[src/rtl/usart_rx_pkg.sv]
// Shared constants and state encoding for the RS232 receive path.
// Optional even-parity support is enabled with the USART_RX_PARITY_EN macro.
package usart_rx_pkg;

    // Baud counter width and default timing for 115200 baud from 50 MHz
    localparam int unsigned CNT_W          = 13;
    localparam int unsigned BPS_PARA_DEF   = 433;
    localparam int unsigned BPS_PARA_2_DEF = 216;

    typedef enum logic [2:0] {
        StIdle  = 3'd0,
        StStart = 3'd1,
        StData  = 3'd2,
        StStop  = 3'd3,
        StBreak = 3'd4
`ifdef USART_RX_PARITY_EN
        ,
        StParity = 3'd5
`endif
    } rx_state_t;

    // True when data plus parity bit hold an even number of ones
    function automatic logic even_parity_ok(input logic [7:0] data, input logic par);
        return ~(^{data, par});
    endfunction

endpackage

[src/rtl/usart_rx_sync.sv]
// Brings the asynchronous serial line into the clk domain and flags the
// falling edge that marks a potential start bit.
module usart_rx_sync (
    input  logic clk,
    input  logic rst_n,
    input  logic rs232_rx,
    output logic line,
    output logic start_edge
);

    logic sync1;
    logic sync2;
    logic prev;

    // Two synchroniser flops plus one delay flop; reset low so a line that is
    // already low out of reset cannot produce an edge.
    always_ff @(posedge clk or negedge rst_n) begin
        if (!rst_n) begin
            sync1 <= 1'b0;
            sync2 <= 1'b0;
            prev  <= 1'b0;
        end else begin
            sync1 <= rs232_rx;
            sync2 <= sync1;
            prev  <= sync2;
        end
    end

    assign line       = sync2;
    assign start_edge = prev & ~sync2;

endmodule

[src/rtl/usart_rx.sv]
// RS232 receiver, 8N1 by default, LSB first, mid-bit sampling.
// Define USART_RX_PARITY_EN for 8E1 framing with parity checking.
module usart_rx
    import usart_rx_pkg::*;
#(
    parameter int unsigned BPS_PARA   = BPS_PARA_DEF,
    parameter int unsigned BPS_PARA_2 = BPS_PARA_2_DEF
) (
    input  logic       clk,
    input  logic       rst_n,
    input  logic       rs232_rx,
    output logic [7:0] rx_data,
    output logic       rx_valid,
    output logic       rx_busy,
    output logic       frame_err,
    output logic       parity_err
);

    localparam logic [CNT_W-1:0] CntMax = CNT_W'(BPS_PARA);
    localparam logic [CNT_W-1:0] CntMid = CNT_W'(BPS_PARA_2);

    logic             line;
    logic             start_edge;
    logic             sample;
    rx_state_t        state;
    logic [CNT_W-1:0] cnt;
    logic [2:0]       bit_idx;
    logic [7:0]       shreg;

    usart_rx_sync u_sync (
        .clk        (clk),
        .rst_n      (rst_n),
        .rs232_rx   (rs232_rx),
        .line       (line),
        .start_edge (start_edge)
    );

    assign sample = (cnt == CntMid);

`ifdef USART_RX_PARITY_EN
    logic par_bit;
    logic par_err_q;
    assign parity_err = par_err_q;
`else
    assign parity_err = 1'b0;
`endif

    // Frame FSM with baud counter, shift register and registered pulse outputs
    always_ff @(posedge clk or negedge rst_n) begin
        if (!rst_n) begin
            state     <= StIdle;
            cnt       <= '0;
            bit_idx   <= '0;
            shreg     <= '0;
            rx_data   <= '0;
            rx_valid  <= 1'b0;
            rx_busy   <= 1'b0;
            frame_err <= 1'b0;
`ifdef USART_RX_PARITY_EN
            par_bit   <= 1'b0;
            par_err_q <= 1'b0;
`endif
        end else begin
            rx_valid  <= 1'b0;
            frame_err <= 1'b0;
`ifdef USART_RX_PARITY_EN
            par_err_q <= 1'b0;
`endif
            cnt <= (cnt == CntMax) ? '0 : cnt + CNT_W'(1);

            unique case (state)
                StIdle: begin
                    cnt <= '0;
                    if (start_edge) begin
                        state   <= StStart;
                        rx_busy <= 1'b1;
                    end
                end
                StStart: begin
                    if (sample) begin
                        if (line) begin
                            // Line back high mid start bit: glitch, drop silently
                            state   <= StIdle;
                            rx_busy <= 1'b0;
                            cnt     <= '0;
                        end else begin
                            state   <= StData;
                            bit_idx <= '0;
                        end
                    end
                end
                StData: begin
                    if (sample) begin
                        shreg   <= {line, shreg[7:1]};
                        bit_idx <= bit_idx + 3'd1;
                        if (bit_idx == 3'd7) begin
`ifdef USART_RX_PARITY_EN
                            state <= StParity;
`else
                            state <= StStop;
`endif
                        end
                    end
                end
`ifdef USART_RX_PARITY_EN
                StParity: begin
                    if (sample) begin
                        par_bit <= line;
                        state   <= StStop;
                    end
                end
`endif
                StStop: begin
                    if (sample) begin
                        cnt <= '0;
                        if (!line) begin
                            // Framing error wins over parity; wait out the break
                            frame_err <= 1'b1;
                            state     <= StBreak;
                        end else begin
`ifdef USART_RX_PARITY_EN
                            if (even_parity_ok(shreg, par_bit)) begin
                                rx_data  <= shreg;
                                rx_valid <= 1'b1;
                            end else begin
                                par_err_q <= 1'b1;
                            end
`else
                            rx_data  <= shreg;
                            rx_valid <= 1'b1;
`endif
                            state   <= StIdle;
                            rx_busy <= 1'b0;
                        end
                    end
                end
                StBreak: begin
                    cnt <= '0;
                    if (line) begin
                        state   <= StIdle;
                        rx_busy <= 1'b0;
                    end
                end
                default: begin
                    state   <= StIdle;
                    rx_busy <= 1'b0;
                    cnt     <= '0;
                end
            endcase
        end
    end

endmodule

[config.mk]
export PLATFORM = sky130hd
export DESIGN_NAME = usart_rx
export DESIGN_NICKNAME = d
export VERILOG_FILES = /design/src/rtl/usart_rx_pkg.sv /design/src/rtl/usart_rx_sync.sv /design/src/rtl/usart_rx.sv
export SDC_FILE = /design/constraint.sdc
export NUM_CORES = 1
export LEC_CHECK = 0
export CAP_MARGIN = 10
export CORE_MARGIN = 2
export CORE_UTILIZATION = 45
export DETAILED_ROUTE_END_ITERATION = 6
export HOLD_SLACK_MARGIN = 0.1
export SLEW_MARGIN = 20
export SYNTH_ARGS = -nofsm -noshare
export SYNTH_HDL_FRONTEND = slang
export SYNTH_SLANG_ARGS = --single-unit
[constraint.sdc]
create_clock -name clk -period 2.9 [get_ports clk]
set_input_delay 0.58 -clock clk [delete_from_list [all_inputs] [get_ports clk]]
set_output_delay 0.58 -clock clk [all_outputs]
set_load 0.02 [all_outputs]
==> qor.txt <==
Critical Path Start Type - register
CP dominant cell by count - or4_1
CTS Buf Count - 5
clock root cell - clkbuf_8
Post-Route WL - 3320 um
ys flop type - dfrtp_1
R2R Setup Slk - 0.23 ns
area leader, netlist - dfrtp_1
count of input and output buffers - 13
relative max-transition margin - 0.402
Tmin final - 2.67 ns
Ports - 15
Final ANT Viol Nets - 0
Max Clock Freq - 375 MHz
worst r2r dst - rx_data[7]$_DFFE_PN0P_
Synth Register Bits - 41
Mapped Nets - 169
DP HPWL - 2300 um
mean post-synth cell area - 11.7 um^2
Post-CTS Hold Buffers - 0
die area - 4730 um^2
# Post-CTS Setup Buffers - 0
CP Capture Type - register
vias per inst - 5.46
Core ar. - 4030 um^2
clk_lat worst skew - 0.29 ns
number of diodes - 0
hold path depth - 0
Pwr Total - 1.26 mW
Clock Path Buffers - 2
number of flops mapped to enable cells by yosys - 0
commonest non-fill, non-tap cell in the layout - dfrtp_1
P_int - 0.943 mW
dpl cell area - 2040 um^2
outcome - complete, no violations
top cells by area, synth - dfrtp_1 54%, mux2_2 10%, xor2_1 4.2%, ha_1 3.3%, nor3_1 3.2%
crit-path max cell delay - 0.69 ns
Max-cap violations - 0
area delta synth->final - 14.4%
post-layout util - 0.536
CTS tree - built
Slew Limit Fails - 0
Critical Path AT - 2.84 ns
Cell variety after synth - 36
Worst-Margin Slew - 0.896 ns
Warnings, synthesis - 0
Post-Syn Instances - 161
Psw - 0.322 mW
reg2reg path depth - 4
Initial Utilization - 0.468
post-cts sizing count - 0
Clock Skews - 0.00739 ns
most frequent cells in the layout - 41 x dfrtp_1, 17 x mux2_2, 12 x nor3_1, 12 x clkdlybuf4s50_1
Final Cycle Share - 0.920
num rows - 23
TNS Setup - 0 ns
VDD IR max - 0.338 mV
sequential share of the synthesized area - 0.544
sequential share of power - 0.521
final hold viol count - 0
worst path cell trace - or4_1 -> or4_1 -> nor3_4 -> mux2_2
H-tree depth - 2
CP max-delay cell - or4_1
grt total ovfl - 0
Net Sw Frac - 0.254
Crit path depth - 4
Final Net Count - 181
largest net degree at the start of global routing - 42
worst path buffer plus inverter count - 0
static leakage - 0.983 nW
GPL Wtd Cong - 0.829
die height - 68.8 um
share of cells above drive strength 1 - 0.184
first-pass GRT wire length - 5710 um
Tightest Hold Check Type - reg -> reg
worst hold endpoint - u_sync.line$_DFF_PN0_
Yosys top cell area share - 0.544
Post-synth ARST share - 1.00
routed vias - 1223
aggregate global-route resource usage - 0.165
drt drc - 0
Critical Path RT - 3.07 ns
Pre-antenna DRT Iters - 4
fin area - 2160 um^2
power per standard cell area - 586 nW/um^2
clock-pin slew on the worst setup and hold paths - 0.08 ns
Logic pwr share - 0.107
initial drt markers - 73
clock sink count - 41
reg2reg start - cnt[9]$_DFF_PN0_
Die X - 68.8 um
CP Class - reg -> reg
worst-path maximum fanout - 8
Clock power frac - 0.372
Crit path max-delay family - simple AND/OR/NAND/NOR gates
initial antenna violation count - 0
synthesized cell area - 1890 um^2
vias in the first global route - 1187
Hold WS - 0.362 ns
worst hold start - u_sync.sync1$_DFF_PN0_
wire per inst - 14.8 um
RSZ-0062 raised after global routing - false
number of setup violations in the final report - 0
==> per-layer routing <==
layer,part of all wire,wire length (um),vias up,GRT usage
li1,-,-,599,-
met1,0.50,1660,608,0.231
met2,0.47,1540,12,0.249
met3,0.025,82,4,0.0390
met4,0.010,33,0,0.0588
met5,0,0,-,0
==> through the flow <==
step	std cells	worst slack [ns]
floorplan	161	0.458
global placement	216	0.285
detailed placement	216	0.233
CTS	224	0.226
global route	224	0.122
finish	224	0.232
==> logic make-up after synthesis <==
| family | after synthesis | synth area share |
|---|---|---|
| compound gates | 15 | 0.0557 |
| xor+xnor | 11 | 0.0511 |
| fa+ha+maj | 5 | 0.0332 |
| buf+inv | 15 | 0.0391 |
| flops | 41 | 0.544 |
| mux | 17 | 0.101 |
| other cells | 1 | 0.00199 |
| simple gates | 56 | 0.174 |
==> power by group through the flow <==
stage / logic (mW) / clock network [mW] / registers [mW]
3_3_place_gp: 0.135 / 0 / 0.669
3_5_place_dp: 0.137 / 0 / 0.670
5_1_grt: 0.158 / 0.520 / 0.667
2_1_floorplan: 0.121 / 0 / 0.642
4_1_cts: 0.138 / 0.485 / 0.659
6_report: 0.135 / 0.470 / 0.659
==> sequential cells by signal (all words and copies together), names as in the netlist <==
name,count
bit_idx,3
cnt,13
frame_err,1
rx_busy,1
rx_data,8
rx_valid,1
shreg,8
state,3
u_sync.line,1
u_sync.prev,1
u_sync.sync1,1
==> cell usage after synthesis, types with 2 or more instances <==
| cell type | count |
|---|---|
| nor3b_1 | 2 |
| xnor2_1 | 2 |
| xor2_1 | 9 |
| nand4_1 | 4 |
| or4_1 | 2 |
| dfrtp_1 | 41 |
| mux2_2 | 17 |
| inv_1 | 4 |
| nand3_1 | 6 |
| buf_2 | 2 |
| nor3_1 | 12 |
| buf_4 | 2 |
| nand2_1 | 9 |
| clkbuf_1 | 6 |
| and4_1 | 3 |
| ha_1 | 5 |
| a32oi_1 | 2 |
| a22o_1 | 2 |
| nor2_1 | 6 |
| a21oi_1 | 5 |
| o21ai_0 | 3 |
| nor4_1 | 3 |
==> layout make-up <==
type                            count  area [um^2]
Clock buffer                        6         82.6
Clock inverter                      2         37.5
Sequential cell                    41         1030
Tap cell                           50         62.6
Timing Repair Buffer               16          148
Multi-Input combinational cell    105          787
Fill cell                         367         1870
Inverter                            4         15.0
==> how the worst max path moves through the flow <==
stage / from / end / slack (ns)
after CTS: cnt[9]$_DFF_PN0_ / rx_data[6]$_DFFE_PN0P_ / 0.23
after global routing: cnt[9]$_DFF_PN0_ / rx_data[6]$_DFFE_PN0P_ / 0.12
after global placement: cnt[9]$_DFF_PN0_ / rx_data[6]$_DFFE_PN0P_ / 0.29
after floorplan: cnt[9]$_DFF_PN0_ / shreg[0]$_DFFE_PN0P_ / 0.46
final: cnt[9]$_DFF_PN0_ / rx_data[7]$_DFFE_PN0P_ / 0.23
after detailed placement: cnt[9]$_DFF_PN0_ / rx_data[2]$_DFFE_PN0P_ / 0.23
Power figures use the tool's default switching activity.
